### src/rtl/arm_pipe_pkg.sv
// Shared types for the ARM pipeline hazard controller: forward selects, FSM states
// and the shadow-pipeline slot payload.
package arm_pipe_pkg;

  localparam int unsigned REG_W = 4;
  localparam int unsigned SEL_W = 2;

  localparam logic [SEL_W-1:0] SEL_REG = 2'd0;
  localparam logic [SEL_W-1:0] SEL_MEM = 2'd1;
  localparam logic [SEL_W-1:0] SEL_WB  = 2'd2;

  typedef enum logic [1:0] {
    ST_RUN   = 2'd0,
    ST_STALL = 2'd1,
    ST_FLUSH = 2'd2
  } pipe_state_e;

  typedef struct packed {
    logic             valid;
    logic [REG_W-1:0] dest;
    logic             wb_en;
    logic             mem_r_en;
  } slot_t;

  localparam slot_t SLOT_BUBBLE = '0;

endpackage

### src/rtl/hazard_match.sv
// Combinational comparator: does one shadow slot produce the register a source reads?
module hazard_match
  import arm_pipe_pkg::*;
(
  input  slot_t            slot,
  input  logic [REG_W-1:0] src,
  input  logic             use_src,
  output logic             hit,
  output logic             hit_load
);

  assign hit      = slot.valid & slot.wb_en & (slot.dest == src) & use_src;
  assign hit_load = hit & slot.mem_r_en;

endmodule

### src/rtl/pipe_hazard_ctrl.sv
// Hazard controller beside the ID/EXE register: forwarding selects, load-use stall and
// branch flush. Define PIPE_FORWARDING_EN to enable forwarding; otherwise RAW hazards stall.
module pipe_hazard_ctrl
  import arm_pipe_pkg::*;
#(
  parameter int unsigned CNT_W = 16
) (
  input  logic             clk,
  input  logic             rst_n,
  input  logic             id_valid,
  input  logic [REG_W-1:0] id_src1,
  input  logic [REG_W-1:0] id_src2,
  input  logic             id_use_src1,
  input  logic             id_use_src2,
  input  logic [REG_W-1:0] id_dest,
  input  logic             id_wb_en,
  input  logic             id_mem_r_en,
  input  logic             exe_branch_taken,
  output logic             stall,
  output logic             flush,
  output logic [SEL_W-1:0] sel_src1,
  output logic [SEL_W-1:0] sel_src2,
  output logic [CNT_W-1:0] stall_cnt,
  output logic [CNT_W-1:0] flush_cnt
);

  pipe_state_e      state_q, state_d;
  slot_t            exe_q, exe_d, mem_q, wb_q, id_slot_c;
  logic [SEL_W-1:0] sel_src1_q, sel_src1_d, sel_src2_q, sel_src2_d;
  logic [SEL_W-1:0] fwd1_c, fwd2_c;
  logic [CNT_W-1:0] stall_cnt_q, stall_cnt_d, flush_cnt_q, flush_cnt_d;
  logic             use1_c, use2_c, hazard_c, bubble_c;
  logic             exe_hit1, exe_hit2, exe_ld1, exe_ld2;
  logic             mem_hit1, mem_hit2, mem_ld1, mem_ld2;
  logic             unused_c;

  assign use1_c    = id_valid & id_use_src1;
  assign use2_c    = id_valid & id_use_src2;
  assign id_slot_c = '{valid: 1'b1, dest: id_dest, wb_en: id_wb_en, mem_r_en: id_mem_r_en};

  hazard_match u_exe_s1 (.slot(exe_q), .src(id_src1), .use_src(use1_c), .hit(exe_hit1), .hit_load(exe_ld1));
  hazard_match u_exe_s2 (.slot(exe_q), .src(id_src2), .use_src(use2_c), .hit(exe_hit2), .hit_load(exe_ld2));
  hazard_match u_mem_s1 (.slot(mem_q), .src(id_src1), .use_src(use1_c), .hit(mem_hit1), .hit_load(mem_ld1));
  hazard_match u_mem_s2 (.slot(mem_q), .src(id_src2), .use_src(use2_c), .hit(mem_hit2), .hit_load(mem_ld2));

  // WB results reach ID through the negedge regfile write, so the WB slot never forwards.
`ifdef PIPE_FORWARDING_EN
  assign unused_c = ^{wb_q, mem_ld1, mem_ld2};
`else
  assign unused_c = ^{wb_q, mem_ld1, mem_ld2, exe_ld1, exe_ld2};
`endif

  // Hazard detection and forward-select choice (youngest producer wins)
  always_comb begin
    hazard_c = 1'b0;
    fwd1_c   = SEL_REG;
    fwd2_c   = SEL_REG;
`ifdef PIPE_FORWARDING_EN
    hazard_c = exe_ld1 | exe_ld2;
    fwd1_c   = exe_hit1 ? SEL_MEM : (mem_hit1 ? SEL_WB : SEL_REG);
    fwd2_c   = exe_hit2 ? SEL_MEM : (mem_hit2 ? SEL_WB : SEL_REG);
`else
    hazard_c = exe_hit1 | exe_hit2 | mem_hit1 | mem_hit2;
`endif
  end

  // State register
  always_ff @(posedge clk or negedge rst_n) begin
    if (!rst_n) state_q <= ST_RUN;
    else        state_q <= state_d;
  end

  // Next state
  always_comb begin
    state_d = state_q;
    unique case (state_q)
      ST_RUN:   if (exe_branch_taken) state_d = ST_FLUSH;
                else if (hazard_c)    state_d = ST_STALL;
      ST_STALL: if (exe_branch_taken) state_d = ST_FLUSH;
                else if (!hazard_c)   state_d = ST_RUN;
      ST_FLUSH: state_d = exe_branch_taken ? ST_FLUSH : ST_RUN;
      default:  state_d = ST_RUN;
    endcase
  end

  // Outputs: a taken branch overrides any stall and drops the stalled ID instruction
  always_comb begin
    flush = exe_branch_taken;
    stall = hazard_c & ~exe_branch_taken;
  end

  // Shadow pipeline, registered selects and saturating counters
  always_comb begin
    bubble_c    = stall | flush | ~id_valid;
    exe_d       = bubble_c ? SLOT_BUBBLE : id_slot_c;
    sel_src1_d  = bubble_c ? SEL_REG : fwd1_c;
    sel_src2_d  = bubble_c ? SEL_REG : fwd2_c;
    stall_cnt_d = stall_cnt_q;
    flush_cnt_d = flush_cnt_q;
    if (stall && (stall_cnt_q != '1)) stall_cnt_d = stall_cnt_q + CNT_W'(1);
    if (flush && (flush_cnt_q != '1)) flush_cnt_d = flush_cnt_q + CNT_W'(1);
  end

  always_ff @(posedge clk or negedge rst_n) begin
    if (!rst_n) begin
      exe_q       <= SLOT_BUBBLE;
      mem_q       <= SLOT_BUBBLE;
      wb_q        <= SLOT_BUBBLE;
      sel_src1_q  <= SEL_REG;
      sel_src2_q  <= SEL_REG;
      stall_cnt_q <= '0;
      flush_cnt_q <= '0;
    end else begin
      exe_q       <= exe_d;
      mem_q       <= exe_q;
      wb_q        <= mem_q;
      sel_src1_q  <= sel_src1_d;
      sel_src2_q  <= sel_src2_d;
      stall_cnt_q <= stall_cnt_d;
      flush_cnt_q <= flush_cnt_d;
    end
  end

  assign sel_src1  = sel_src1_q;
  assign sel_src2  = sel_src2_q;
  assign stall_cnt = stall_cnt_q;
  assign flush_cnt = flush_cnt_q;

endmodule

### config.mk
export PLATFORM = sky130hd
export DESIGN_NAME = pipe_hazard_ctrl
export DESIGN_NICKNAME = d
export VERILOG_FILES = /design/src/rtl/arm_pipe_pkg.sv /design/src/rtl/hazard_match.sv /design/src/rtl/pipe_hazard_ctrl.sv
export SDC_FILE = /design/constraint.sdc
export NUM_CORES = 1
export LEC_CHECK = 0
export CORE_MARGIN = 8
export CORE_UTILIZATION = 40
export CTS_CLUSTER_DIAMETER = 200
export DETAILED_ROUTE_END_ITERATION = 10
export PLACE_DENSITY = 0.73
export SKIP_CTS_REPAIR_TIMING = 1
export SYNTH_ARGS = -nofsm -noshare
export SYNTH_HDL_FRONTEND = slang
export SYNTH_SLANG_ARGS = --single-unit
### constraint.sdc
create_clock -name clk -period 5.1 [get_ports clk]
set_clock_uncertainty 0.05 [all_clocks]
set_input_delay 1.02 -clock clk [delete_from_list [all_inputs] [get_ports clk]]
set_output_delay 1.02 -clock clk [all_outputs]
set_load 0.01 [all_outputs]
# Word level (Yosys, flattened, before mapping)
# Index checks and enable logic that the tools add are counted.
word_totals:
  register_bits: 44
  mem_bits_rw: 0
  mem_bits_ro: 0
  inputBits: 20
  latch_bits: 0
  n_memories: 0
classes:
  n_div: 0
  n_shift: 0
  n_lt_le_gt_ge: 0
  n_eq_ne: 6
  n_bitwise: 20
  add_sub_neg: 2
  muxes: 1
  n_reduce_logical: 2
  mul: 0
op_table:
  columns: ["operator", "n"]
  rows:
  - ["16-bit by 1-bit adder with 16-bit output (second input constant)", 2]
  - ["16-bit inequality test (second input constant)", 2]
  - ["4-bit equality test", 4]
  - ["1-bit bitwise AND", 13]
  - ["7-bit two-way mux", 1]
  - ["1-bit bitwise OR", 5]
  - ["1-bit logical AND", 2]
  - ["1-bit inverter", 2]

# Logic depth before layout (Yosys ltp)
logic_depth:
  depth_word: 10
  mapped_depth: 8

# Hierarchy
# From an unflattened synthesis, not the netlist that was laid out.
hier_totals:
  cells_unflattened: 213
  hier_area_um2: 2334.7
modules_own_cells:
  columns: ["mod", "instances", "cells_per_inst", "area_per_inst_um2"]
  rows:
  - ["pipe_hazard_ctrl", 1, 177, 2079.5]
  - ["hazard_match", 4, 9, 63.8]

# Least setup slack after synthesis
# No wires, ideal clock.
synth_path:
  kind: "input to output"
  from: "input id_src2[1]"
  to: "output stall"
  t_arrival_ns: 2.038
  path_buffers: 1
  setup_slack_ns: 1.992
  cell_stages: 7
  required_ns: 4.030
  path_cell_list: "xor2_1 > nor3_1 > nand4_1 > a21boi_2 > a21oi_2 > buf_6 > nor2_1"
synth_between:
  elab_chain_len: 7
synth_rtl:
  columns: ["item", "line", "rtl"]
  rows:
  - ["start, declared", "pipe_hazard_ctrl.sv:12", "input logic [REG_W-1:0] id_src2,"]
  - ["4-bit equality test", "hazard_match.sv:12", "assign hit = slot.valid & slot.wb_en & (slot.dest == src) & use_src;"]
  - ["1-bit bitwise AND (2 in series)", "hazard_match.sv:12", null]
  - ["1-bit bitwise OR (2 in series)", "pipe_hazard_ctrl.sv:63", "hazard_c = exe_hit1 | exe_hit2 | mem_hit1 | mem_hit2;"]
  - ["1-bit bitwise OR (*)", "pipe_hazard_ctrl.sv:63", null]
  - ["1-bit bitwise AND (*)", "pipe_hazard_ctrl.sv:89", "stall = hazard_c & ~exe_branch_taken;"]
  - ["end, declared", "pipe_hazard_ctrl.sv:19", "output logic stall,"]
# Mark *: on every way between the ends. The rest lies on a longest branch, timed or not.

# Worst setup path in the final report
# Same ends and word-level chain as after synthesis.

==> results.ini <==
[status]
outcome=completed

[timing]
finalSetupViolCount=0
worst_pin_slew_ps=961
holdWs_ps=378
fmax_ghz=0.240
rsz0062_at_grt=no
fin_crit_sh_pct=81.8
slew_violations=0
hold_viol_final=0
period_needed_ps=4170
setup_tns_ps=0
max_slew_margin_pct=35.9

[synthesis]
synth_seq_cells=44
synth_top_area_cell=dfrtp_1
synth_top_area_share_pct=50.4
synthesis.area_sq_um=2180
synth_cells=202
ys_seq_area_share_pct=50.4
yosys_warnings=0
synth.distinct_cells=36
synth_area_leaders=dfrtp_1, xnor2_1, xor2_1
synth.avg_cell_area_sq_um=10.8

[detailed_routing]
vias=1587
routed_wl_um=4410
post_drt_wl_per_cell_um=13.4
drc_errors=0
drtIter0Drc=49
vias_per_cell=4.82
drtAntennaViolNets=0
firstDrtPassIters=4

[final_layout]
syn_to_final_growth_pct=30.5
post_route_cells_drive_above_1_share_pct=6.61
final_common_cell=clkdlybuf4s50_1
diodes=0
final_cell_mix=clkdlybuf4s50_1, dfrtp_1, xnor2_1, xor2_1, nand3_1
nets=278
stdcell_area_sq_um=2850

[min_path]
hold_path.startpoint=exe_q[6]
min_path_type=flip-flop to flip-flop

[pwr]
leakage_uw=0.00124
ir_drop_uv=243
powerDensity_nw_per_um2=309
finalPower_uw=882

[global_route]
grt_first_pass_wirelength_um=7600
grt_use_total_pct=11.2
antenna_found_initial=0
grt_max_degree=45
grt_pass1_vias=1638
grt_overflow=0

[placed_design]
portBuffers=52
dp_hpwl_um=3370
place.gp.congestion=0.762
placed_cell_area_sq_um=2740

[critical_path]
worst_ep_arrival_time_ps=3100
crit_required_ps=4030
cp-start-kind=input pin
reg2reg_from=exe_q[2]
cp-end-kind=output pin
crit_type=input pin to output pin
critPathSlowestCell=a21oi_2
crit_path_start=id_src2[1]
max_stage_delay_ps=560
worstPathMaxFanout=16
path_cells=clkdlybuf4s50_1, xor2_1, nor3_1, nand4_1, a21boi_2, a21oi_2, nor2_1, clkdlybuf4s50_1
cpMostUsedCell=clkdlybuf4s50_1

[floorplan]
rows=27
die_w_um=89.9
io_pins=58
initial_core_util_pct=40.4
core_sq_um=5410
die_h_um=89.9
die_area_sq_um=8080

[clock_network]
tritoncts=built
clk_path_buf_depth=2
cts_buffers=5
cts_sinks=44
clock_latency_ps=290
htreeDepth=2
clk_pin_slew_ps=90
cts_root_buffer=clkbuf_8

[flow_run]
drv_cap=0

==> through the flow <==
| stage | utilization [%] | setup WS, ps | cells |
|---|---|---|---|
| finish | 52.8 | 929 | 329 |
| global route | 52.8 | 771 | 329 |
| CTS | 52.8 | 885 | 329 |
| detailed placement | 50.8 | 882 | 321 |
| global placement | 50.8 | 901 | 321 |
| floorplan | - | 1990 | 205 |
==> cells in the mapped netlist (all sizes together) <==
cell and count:
ha 2, or4 4, nor4 2, nor2 17, a21o 1, nor4bb 1, or3 1, o21a 1
nor3 6, a41oi 1, nand4 8, clkbuf 1, nand2b 1, buf 7, nor3b 2, inv 4
mux2 2, mux2i 1, xor2 21, and2 5, nor4b 3, and4bb 1, nand2 16, nand3 18
o31ai 1, dfrtp 44, and3 6, xnor2 22, a21boi 1, conb 1, a21oi 1
==> power by group <==
group | total (uW) | internal, uW | switching [uW]
sequential | 431 | 387 | 43.6
clock | 261 | 145 | 115
combinational | 191 | 106 | 84.6
==> state kept, by name, summed over array words and instances, names as in the netlist <==
register / cells
flush_cnt: 16
stall_cnt: 16
exe_q: 6
mem_q: 6
==> cell type report <==
cell class	instances	area, sq um
clock buffers	6	72.6
clock inverters	2	35.0
fillers	499	2550
inverters	4	15.0
multi-input cells	149	1020
flip-flops and latches	44	1100
well taps	72	90.1
repair buffers	52	515
==> critical path, delay by kind of cell <==
family	cells	cell delay [ps]
and+or+nand+nor	3	270
AOI/OAI and AO/OA	2	630
buffers and inverters	2	1010
xor gates and xnor gates	1	160
==> worst paths after layout <==
kind	end	slack (ps)	depth (start not counted)
worst max-delay path	stall	930	8
worst min-delay path	mem_q[6]	380	0
worst max register to register	stall_cnt[1]	2870	7
worst min register to register	mem_q[6]	380	0
max in group asynchronous	flush_cnt[0]	3580	1
min in group asynchronous	stall_cnt[9]	830	1
==> logic make-up after synthesis <==
| kind of cell | count (synthesis) | synth area share (%) |
|---|---|---|
| adders and majority gates | 2 | 1.15 |
| other | 1 | 0.172 |
| buffers and inverters | 12 | 3.32 |
| and+or+nand+nor | 91 | 23.9 |
| AOI/OAI and AO/OA | 6 | 2.35 |
| DFF | 44 | 50.4 |
| xor gates and xnor gates | 43 | 17.2 |
| muxes | 3 | 1.49 |
==> per-layer routing <==
layer	part of all wire, %	wire length, um	vias up	GRT usage (%)
li1	-	-	790	-
met1	45	2000	756	13.1
met2	48	2120	34	19.0
met3	4.8	211	7	3.16
met4	1.7	75	0	4.72
met5	0	0	-	0
No activity file was read; power rests on OpenSTA's default activity.
